$ cat config.mk
export PLATFORM = sky130hd
export DESIGN_NAME = cacheline_arbiter_flat
export DESIGN_NICKNAME = d
export VERILOG_FILES = /design/src/rtl/cacheline_arbiter_if.sv /design/src/rtl/cacheline_arbiter.sv /design/src/flat_wrapper.sv
export SDC_FILE = /design/constraint.sdc
export NUM_CORES = 1
export LEC_CHECK = 0
export CAP_MARGIN = 20
export CORE_AREA = 10 10 662 664
export CTS_CLUSTER_SIZE = 16
export DETAILED_ROUTE_END_ITERATION = 8
export DIE_AREA = 0 0 672 674
export PLACE_DENSITY = 0.3
export SLEW_MARGIN = 0
export SYNTH_ARGS = -nofsm -noshare
export SYNTH_HDL_FRONTEND = slang
export SYNTH_SLANG_ARGS = --single-unit
export TNS_END_PERCENT = 30
$ cat constraint.sdc
create_clock -name clk -period 2.1 [get_ports clk]
set_clock_uncertainty 0.15 [all_clocks]
set_input_delay 0.42 -clock clk [delete_from_list [all_inputs] [get_ports clk]]
set_output_delay 0.42 -clock clk [all_outputs]
set_load 0.05 [all_outputs]
$ cat src/rtl/cacheline_arbiter_if.sv
// Cacheline-wide memory port bundle: address, read/write strobes, write line,
// byte enables, read line and a one-cycle completion pulse.
//   master : issues commands (cache side, or the arbiter toward memory)
//   slave  : services commands (memory side, or the arbiter toward a cache)
interface cacheline_arbiter_if #(
    parameter int ADDR_WIDTH = 32,
    parameter int LINE_WIDTH = 256,
    parameter int BE_WIDTH   = LINE_WIDTH / 8
);
    logic [ADDR_WIDTH-1:0] mem_address;
    logic                  mem_read;
    logic                  mem_write;
    logic [LINE_WIDTH-1:0] mem_wdata;
    logic [BE_WIDTH-1:0]   mem_byte_enable;
    logic [LINE_WIDTH-1:0] mem_rdata;
    logic                  mem_resp;

    modport master (
        output mem_address, mem_read, mem_write, mem_wdata, mem_byte_enable,
        input  mem_rdata, mem_resp
    );

    modport slave (
        input  mem_address, mem_read, mem_write, mem_wdata, mem_byte_enable,
        output mem_rdata, mem_resp
    );
endinterface

$ cat src/rtl/cacheline_arbiter.sv
// Round-robin arbiter sharing one cacheline memory port between the I-cache
// (req0) and the D-cache (req1); one whole transaction is granted at a time.
//   clk, rst : clock, synchronous active-high reset
//   req0     : I-cache port (slave side)
//   req1     : D-cache port (slave side)
//   pmem     : downstream memory port (master side)
module cacheline_arbiter #(
    parameter int ADDR_WIDTH = 32,
    parameter int LINE_WIDTH = 256,
    parameter int BE_WIDTH   = LINE_WIDTH / 8
) (
    input  logic                  clk,
    input  logic                  rst,
    cacheline_arbiter_if.slave    req0,
    cacheline_arbiter_if.slave    req1,
    cacheline_arbiter_if.master   pmem
);

    typedef enum logic [1:0] {
        IDLE    = 2'd0,
        BUSY    = 2'd1,
        RELEASE = 2'd2
    } state_e;

    state_e                state_q, state_d;
    logic                  gnt_q, gnt_d;
    logic                  last_q, last_d;
    logic                  rd_q, rd_d;
    logic                  wr_q, wr_d;
    logic [ADDR_WIDTH-1:0] addr_q, addr_d;
    logic [LINE_WIDTH-1:0] wdata_q, wdata_d;
    logic [BE_WIDTH-1:0]   be_q, be_d;

    logic v0, v1, pick, busy, fwd;

    assign v0 = req0.mem_read | req0.mem_write;
    assign v1 = req1.mem_read | req1.mem_write;

    // On a tie the port that was not served last wins.
    assign pick = (v0 & v1) ? ~last_q : v1;

    always_comb begin
        state_d = state_q;
        gnt_d   = gnt_q;
        last_d  = last_q;
        rd_d    = rd_q;
        wr_d    = wr_q;
        addr_d  = addr_q;
        wdata_d = wdata_q;
        be_d    = be_q;
        unique case (state_q)
            IDLE: begin
                if (v0 | v1) begin
                    gnt_d   = pick;
                    state_d = BUSY;
                    if (pick) begin
                        addr_d  = req1.mem_address;
                        wdata_d = req1.mem_wdata;
                        be_d    = req1.mem_byte_enable;
                        wr_d    = req1.mem_write;
                        rd_d    = req1.mem_read & ~req1.mem_write;
                    end else begin
                        addr_d  = req0.mem_address;
                        wdata_d = req0.mem_wdata;
                        be_d    = req0.mem_byte_enable;
                        wr_d    = req0.mem_write;
                        rd_d    = req0.mem_read & ~req0.mem_write;
                    end
                end
            end
            BUSY: begin
                if (pmem.mem_resp) begin
                    rd_d    = 1'b0;
                    wr_d    = 1'b0;
                    last_d  = gnt_q;
                    state_d = RELEASE;
                end
            end
            // One dead cycle lets the requester drop its strobe so the
            // just-served request is not granted a second time.
            RELEASE: state_d = IDLE;
            default: state_d = IDLE;
        endcase
    end

    always_ff @(posedge clk) begin
        if (rst) begin
            state_q <= IDLE;
            gnt_q   <= 1'b0;
            last_q  <= 1'b1;
            rd_q    <= 1'b0;
            wr_q    <= 1'b0;
            addr_q  <= '0;
            wdata_q <= '0;
            be_q    <= '0;
        end else begin
            state_q <= state_d;
            gnt_q   <= gnt_d;
            last_q  <= last_d;
            rd_q    <= rd_d;
            wr_q    <= wr_d;
            addr_q  <= addr_d;
            wdata_q <= wdata_d;
            be_q    <= be_d;
        end
    end

    assign busy = (state_q == BUSY);
    assign fwd  = busy & pmem.mem_resp;

    assign pmem.mem_address     = busy ? addr_q  : '0;
    assign pmem.mem_wdata       = busy ? wdata_q : '0;
    assign pmem.mem_byte_enable = busy ? be_q    : '0;
    assign pmem.mem_read        = busy & rd_q;
    assign pmem.mem_write       = busy & wr_q;

    assign req0.mem_resp  = fwd & ~gnt_q;
    assign req1.mem_resp  = fwd & gnt_q;
    assign req0.mem_rdata = req0.mem_resp ? pmem.mem_rdata : '0;
    assign req1.mem_rdata = req1.mem_resp ? pmem.mem_rdata : '0;

endmodule

$ cat src/flat_wrapper.sv
// flat-port wrapper written by rule: the top's interface ports become plain ports
module cacheline_arbiter_flat 
#(
    parameter int ADDR_WIDTH = 32,
    parameter int LINE_WIDTH = 256,
    parameter int BE_WIDTH   = LINE_WIDTH / 8
)
  (clk, rst, req0_mem_address, req0_mem_read, req0_mem_write, req0_mem_wdata, req0_mem_byte_enable, req0_mem_rdata, req0_mem_resp, req1_mem_address, req1_mem_read, req1_mem_write, req1_mem_wdata, req1_mem_byte_enable, req1_mem_rdata, req1_mem_resp, pmem_mem_address, pmem_mem_read, pmem_mem_write, pmem_mem_wdata, pmem_mem_byte_enable, pmem_mem_rdata, pmem_mem_resp);
  cacheline_arbiter_if #(.ADDR_WIDTH(ADDR_WIDTH), .LINE_WIDTH(LINE_WIDTH), .BE_WIDTH(BE_WIDTH)) req0_i ();
  cacheline_arbiter_if #(.ADDR_WIDTH(ADDR_WIDTH), .LINE_WIDTH(LINE_WIDTH), .BE_WIDTH(BE_WIDTH)) req1_i ();
  cacheline_arbiter_if #(.ADDR_WIDTH(ADDR_WIDTH), .LINE_WIDTH(LINE_WIDTH), .BE_WIDTH(BE_WIDTH)) pmem_i ();
  input  logic clk;
  input  logic rst;
  input wire logic [$bits(req0_i.mem_address)-1:0] req0_mem_address;
  input wire logic [$bits(req0_i.mem_read)-1:0] req0_mem_read;
  input wire logic [$bits(req0_i.mem_write)-1:0] req0_mem_write;
  input wire logic [$bits(req0_i.mem_wdata)-1:0] req0_mem_wdata;
  input wire logic [$bits(req0_i.mem_byte_enable)-1:0] req0_mem_byte_enable;
  output wire logic [$bits(req0_i.mem_rdata)-1:0] req0_mem_rdata;
  output wire logic [$bits(req0_i.mem_resp)-1:0] req0_mem_resp;
  input wire logic [$bits(req1_i.mem_address)-1:0] req1_mem_address;
  input wire logic [$bits(req1_i.mem_read)-1:0] req1_mem_read;
  input wire logic [$bits(req1_i.mem_write)-1:0] req1_mem_write;
  input wire logic [$bits(req1_i.mem_wdata)-1:0] req1_mem_wdata;
  input wire logic [$bits(req1_i.mem_byte_enable)-1:0] req1_mem_byte_enable;
  output wire logic [$bits(req1_i.mem_rdata)-1:0] req1_mem_rdata;
  output wire logic [$bits(req1_i.mem_resp)-1:0] req1_mem_resp;
  output wire logic [$bits(pmem_i.mem_address)-1:0] pmem_mem_address;
  output wire logic [$bits(pmem_i.mem_read)-1:0] pmem_mem_read;
  output wire logic [$bits(pmem_i.mem_write)-1:0] pmem_mem_write;
  output wire logic [$bits(pmem_i.mem_wdata)-1:0] pmem_mem_wdata;
  output wire logic [$bits(pmem_i.mem_byte_enable)-1:0] pmem_mem_byte_enable;
  input wire logic [$bits(pmem_i.mem_rdata)-1:0] pmem_mem_rdata;
  input wire logic [$bits(pmem_i.mem_resp)-1:0] pmem_mem_resp;
  assign req0_i.mem_address = req0_mem_address;
  assign req0_i.mem_read = req0_mem_read;
  assign req0_i.mem_write = req0_mem_write;
  assign req0_i.mem_wdata = req0_mem_wdata;
  assign req0_i.mem_byte_enable = req0_mem_byte_enable;
  assign req0_mem_rdata = req0_i.mem_rdata;
  assign req0_mem_resp = req0_i.mem_resp;
  assign req1_i.mem_address = req1_mem_address;
  assign req1_i.mem_read = req1_mem_read;
  assign req1_i.mem_write = req1_mem_write;
  assign req1_i.mem_wdata = req1_mem_wdata;
  assign req1_i.mem_byte_enable = req1_mem_byte_enable;
  assign req1_mem_rdata = req1_i.mem_rdata;
  assign req1_mem_resp = req1_i.mem_resp;
  assign pmem_mem_address = pmem_i.mem_address;
  assign pmem_mem_read = pmem_i.mem_read;
  assign pmem_mem_write = pmem_i.mem_write;
  assign pmem_mem_wdata = pmem_i.mem_wdata;
  assign pmem_mem_byte_enable = pmem_i.mem_byte_enable;
  assign pmem_i.mem_rdata = pmem_mem_rdata;
  assign pmem_i.mem_resp = pmem_mem_resp;
  cacheline_arbiter #(.ADDR_WIDTH(ADDR_WIDTH), .LINE_WIDTH(LINE_WIDTH), .BE_WIDTH(BE_WIDTH)) u_core (.clk(clk), .rst(rst), .req0(req0_i), .req1(req1_i), .pmem(pmem_i));
endmodule
## Yosys cells after proc, flatten, opt, wreduce, memory -nomap -nowiden

Cells that the tools add are included.

| operators by class | value |
|---|---|
| mux-type cells | 19 |
| reductions and logical operators | 6 |
| bitwise operators | 15 |
| equality and inequality tests | 3 |

Operators by type and width:

| kind | count |
|---|---|
| 256-bit two-way mux | 4 |
| 32-bit two-way mux | 4 |
| 1-bit bitwise AND | 8 |
| 1-bit two-way mux | 6 |
| 2-bit AND reduction | 3 |
| 2-bit two-way mux | 2 |
| 1-bit NOT | 4 |
| 1-bit case mux with 2 select lines | 2 |
| 2-bit case mux with 2 select lines | 1 |
| 1-bit OR | 3 |
| 3-bit AND reduction | 1 |
| 2-bit by 1-bit equality test with 1-bit output (second input constant) | 1 |
| 2-bit zero test | 1 |
| 2-bit by 1-bit inequality test with 1-bit output (second input constant) | 1 |
| 2-bit inequality test (second input constant) | 1 |
| 2-bit nonzero test | 1 |

| storage, ports and cells | value |
|---|---|
| logic and storage cells | 51 |
| register bits after elaboration | 326 |
| input bits | 903 |
| output and inout bits | 836 |

## Logic depth before layout (Yosys ltp)

| logic depth | value |
|---|---|
| word-level depth | 6 |
| depth in mapped cells | 8 |
| mapped depth without buffers | 4 |

## Worst setup path after synthesis

No wires, ideal clock.

| path | value |
|---|---|
| path type | register to output |
| start | reg u_core.state_q[0] |
| end | out req1_mem_rdata[246] |
| arrival time | 2006 ps |
| buffers on the path | 3 |
| data required time | 1530 ps |
| cell stages (with the launch flop) | 7 |
| setup slack | -476 ps |
| cells stage by stage | dfxtp_1 -> nor2b_1 -> buf_2 -> and3_1 -> clkbuf_1 -> clkbuf_1 -> and2_1 |

| on the way | value |
|---|---|
| cells in the longest elaborated chain, start to end | 4 |

Ends and longest elaborated chain:

| element | RTL line | source |
|---|---|---|
| start, declared | cacheline_arbiter.sv:25 | `state_e state_q, state_d;` |
| start signal, assigned | cacheline_arbiter.sv:97 | `state_q <= state_d;` |
| 2-bit by 1-bit equality test with 1-bit output | cacheline_arbiter.sv:108 | `assign busy = (state_q == BUSY);` |
| 1-bit bitwise AND | cacheline_arbiter.sv:109 | `assign fwd = busy & pmem.mem_resp;` |
| 1-bit bitwise AND | cacheline_arbiter.sv:118 | `assign req1.mem_resp = fwd & gnt_q;` |
| via req1_mem_resp | flat_wrapper.sv:27 | `output wire logic [$bits(req1_i.mem_resp)-1:0] req1_mem_resp;` |
| 256-bit two-way mux | cacheline_arbiter.sv:120 | `assign req1.mem_rdata = req1.mem_resp ? pmem.mem_rdata : '0;` |
| end, declared | flat_wrapper.sv:26 | `output wire logic [$bits(req1_i.mem_rdata)-1:0] req1_mem_rdata;` |

The timed path passes the listed nets, and every way through them passes these cells.

## Worst setup path in the final report

| path | value |
|---|---|
| start | reg u_core.state_q[0] |
| end | out req1_mem_rdata[191] |

| on the way | value |
|---|---|
| cells in the longest elaborated chain, start to end | 4 |

Ends and longest elaborated chain:

| element | RTL line |
|---|---|
| 2-bit by 1-bit equality test with 1-bit output | cacheline_arbiter.sv:108 |
| 1-bit bitwise AND | cacheline_arbiter.sv:109 |
| 1-bit bitwise AND | cacheline_arbiter.sv:118 |
| 256-bit two-way mux | cacheline_arbiter.sv:120 |

Every way passes these cells.

==> impl_results.md <==
* Worst min-delay path endpoint: u_core.wdata_q[39]
* Post-DRT Antenna Nets at 0
* Critical R2R Launch: u_core.state_q[0]
* Placeable Area at 426000 um2
* Reg2reg path depth at 9
* CTS sink count at 326
* Violations in the final reports: negative setup slack
* Post-synth top area cell: sky130_fd_sc_hd__dfxtp_1
* Final hold viol count at 0
* Final min period at 3120 ps
* Kind of start point of the critical path: flip-flop
* CP Cell Sequence: nor2b_4 > buf_12 > and3_4 > buf_6 > buf_16 > buf_12 > buf_16 > and2_4 > buf_12
* Clock network latency to the later pin of the worst-skew pair at 750 ps
* Hold/Removal Path Class: primary input to flip-flop
* Clock root buffer: sky130_fd_sc_hd__clkbuf_16
* Critical Path Sink Type: primary output
* Flop-to-flop setup slack at -520 ps
* Biggest fanout along the worst timing path at 9
* Switching share of total power at 39.8%
* Syn Area/Cell at 7.17 um2
* Outcome: finished, violations left
* Worst hold path cell count at 2
* Post-detailed-route via-to-cell ratio at 2.80
* Maximum vdd drop at 738 uV
* First-pass DRT Iterations at 5
* Leakage power at 22.9 nW
* Ratio of total power to cell area at 531 nW/um2
* Number of vias after detailed routing at 29387
* Floorplan die width at 672 um
* Placement Setup Slack at -1150 ps
* Number of distinct library cells after synthesis at 27
* Critical Path Slowest Stage Cell: sky130_fd_sc_hd__dfxtp_2
* # fillers at 48092
* WL final at 339000 um
* Final-layout setup total negative slack at -790100 ps
* Share of power burned in the clock network at 29.7%
* Period utilization at 149%
* Global-route wire length before repair at 404000 um
* Total DRC errors in the routed layout at 0
* Depth of the CTS H-tree at 2
* Reg2reg end: u_core.wdata_q[8]
* Top Ports at 1739
* Sequential group share of total power at 23.1%
* Slew HR at 22.8%
* Combined area of all synthesized cells at 19600 um2
* Achievable frequency at 0.320 GHz
* Number of clock buffers inserted by TritonCTS at 51
* Unrepaired setup endpoints after global routing: true
* Largest net degree at the start of global routing at 96
* Transition time at the pin with the least slew margin at 1150 ps
* Cells after Synth at 2742
* Vertical extent of the die at 674 um
* Switching Power at 12.8 mW
* Yosys Warn Count at 0
* Total grt overflow at 0
* Number of endpoints failing setup at the final stage at 1153
* Routed wirelength normalized by instance count at 32.4 um
* Number of global-route vias before repair at 30050
* NumNets Final at 5626
* HPWL after detailed placement at 298000 um
* Syn-to-layout area delta at 208%
* Number of input and output port buffers inserted at 1738
* Worst-path clk slew at 70 ps
* Post-route setup slack at -1020 ps
* Final GP Congestion at 0.863
* Number of placement rows at 240
* Total of flip-flops plus latches after synthesis at 326
* Initial drt markers at 1504
* Arrival @ worst endpoint at 2550 ps
* CTS tree: yes
* Maximum capacitance violations at 0
* Launch point of the worst hold path: rst
* Total routing usage reported by global routing at 14.0%
* Total power after layout at 32.2 mW
* Crit path largest cell delay at 330 ps
* Relative contribution of combinational cells to total power at 47.2%
* Top-area cell type share of the netlist area at 33.2%
* Most frequent cell on the critical path: sky130_fd_sc_hd__buf_12
* Data required time at the worst endpoint at 1530 ps
* Maximum clock insertion buffer count at 3
* Final count of pins violating max slew at 0
* Share of post-route cells with drive strength above 1 at 39.4%
* Dominant cells by area after synthesis: sky130_fd_sc_hd__dfxtp_1 (33%), sky130_fd_sc_hd__and2_1 (27%), sky130_fd_sc_hd__a211oi_1 (12%), sky130_fd_sc_hd__a21oi_1 (8.3%), sky130_fd_sc_hd__nor2_1 (6.2%)
* Antenna violations before repair at 168
* Worst setup path class: flip-flop to primary output
* Initial Utilization at 4.62%
* Cell internal power dissipation at 19.3 mW
* Number of nets produced by synthesis at 3645
* Sequential cell area fraction in the yosys report at 33.2%
* Overall die area at 453000 um2
cells in the mapped netlist:
cell type	n
sky130_fd_sc_hd__and2_1	835
sky130_fd_sc_hd__dfxtp_1	326
sky130_fd_sc_hd__a21oi_1	324
sky130_fd_sc_hd__nor2_1	324
sky130_fd_sc_hd__nand2_1	323
sky130_fd_sc_hd__a211oi_1	310
sky130_fd_sc_hd__clkbuf_1	177
sky130_fd_sc_hd__buf_2	72
sky130_fd_sc_hd__buf_6	21
sky130_fd_sc_hd__a211oi_2	10
sky130_fd_sc_hd__buf_4	2
sky130_fd_sc_hd__nand2b_1	2
sky130_fd_sc_hd__nand3_1	2
sky130_fd_sc_hd__a211o_1	1
sky130_fd_sc_hd__a22oi_1	1
sky130_fd_sc_hd__a311o_1	1
sky130_fd_sc_hd__a31oi_1	1
sky130_fd_sc_hd__and3_1	1
sky130_fd_sc_hd__buf_1	1
sky130_fd_sc_hd__inv_1	1
sky130_fd_sc_hd__nor2b_1	1
sky130_fd_sc_hd__o21ai_0	1
sky130_fd_sc_hd__o22ai_1	1
sky130_fd_sc_hd__o31a_1	1
sky130_fd_sc_hd__o31ai_2	1
sky130_fd_sc_hd__or2_1	1
sky130_fd_sc_hd__or3_1	1
power groups by stage:
stage / Clock, mW / Sequential [mW] / Combinational, mW
final: 9.54 / 7.43 / 15.2
after global routing: 10.2 / 7.52 / 16.0
after CTS: 10.1 / 7.43 / 15.3
after detailed placement: 0 / 7.56 / 14.7
after global placement: 0 / 7.54 / 14.8
after floorplan: 0 / 7.35 / 5.52
layout make-up:
class / instances / area [um2] / share of cell area [%]
multi-input cells: 2142 / 12900 / 21.3
well taps: 5687 / 7120 / 11.7
flip-flops and latches: 326 / 6530 / 10.8
clock buffers: 77 / 1530 / 2.52
diodes: 25 / 62.6 / 0.103
inverters: 1 / 3.75 / 0.00620
clock inverters: 18 / 241 / 0.399
repair buffers: 2201 / 32200 / 53.1
layout by cell type (no fill, tap or decap), drive strengths merged:
cell type	Yosys	layout
buf	96	1226
clkdlybuf4s50	0	901
and2	835	835
dfxtp	326	326
a21oi	324	324
nor2	324	324
nand2	323	323
a211oi	320	320
clkbuf	177	98
dlygate4sd3	0	50
diode	0	25
clkinv	0	11
bufinv	0	4
clkinvlp	0	3
bufbuf	0	3
nand2b	2	2
nand3	2	2
and3	1	1
or2	1	1
o21ai	1	1
o31ai	1	1
o31a	1	1
a211o	1	1
a22oi	1	1
inv	1	1
a31oi	1	1
or3	1	1
o22ai	1	1
a311o	1	1
nor2b	1	1
state kept, by name, summed over array words and instances (netlist names):
signal          cells
u_core.addr_q      32
u_core.be_q        32
u_core.gnt_q        1
u_core.last_q       1
u_core.rd_q         1
u_core.state_q      2
u_core.wdata_q    256
u_core.wr_q         1
layer usage:
metal / up-vias / share of wire, % / GRT usage (%)
li1: 13077 / - / -
met1: 14467 / 39 / 15.9
met2: 1378 / 51 / 26.1
met3: 389 / 7.1 / 4.28
met4: 76 / 2.1 / 1.97
met5: - / 0.16 / 0
cell families (layout without fill, tap and decap cells):
family / count (synthesis) / count (layout) / share of synthesized area (%)
compound gates: 652 / 652 / 21.1
buf+inv: 274 / 2297 / 6.53
flops: 326 / 326 / 33.2
other cells: 0 / 25 / 0
simple gates: 1490 / 1490 / 39.2
worst max-delay path by stage:
stage | slack [ps] | from | depth (start not counted) | to
CTS | -1230 | u_core.state_q[0] | 7 | req1_mem_rdata[81]
floorplan | -90 | u_core.state_q[0] | 7 | req0_mem_rdata[100]
detailed placement | -1150 | pmem_mem_resp | 7 | req1_mem_rdata[96]
global route | -1170 | u_core.state_q[0] | 8 | req1_mem_rdata[82]
finish | -1020 | u_core.state_q[0] | 9 | req1_mem_rdata[191]
global placement | -1120 | pmem_mem_resp | 7 | req1_mem_rdata[96]
through the flow:
stage / utilization (%) / hold slack (ps) / instances / instance area, um2
floorplan: - / 293 / 2742 / 20300
global placement: 13.2 / 331 / 10228 / 56000
detailed placement: 13.2 / 337 / 10228 / 56000
CTS: 14.0 / 0.548 / 10410 / 59400
global route: 14.2 / 55.7 / 10457 / 60500
finish: 14.2 / 83.6 / 10477 / 60600
critical path: cells and delay by family, from the launching register on:
kind,cells,cell delay [ps]
buffers and inverters,6,890
AND/OR/NAND/NOR,3,540
flip-flops,1,330
timing repair:
action	in CTS	in global routing
gates cloned	14	25
hold buffers	50	0
endpoints found under the hold margin	50	0
resized for setup	166	193
pin swaps	16	45
setup buffers	23	22
endpoints found under the setup margin	1139	1158
No activity file was read; power rests on OpenSTA's default activity.
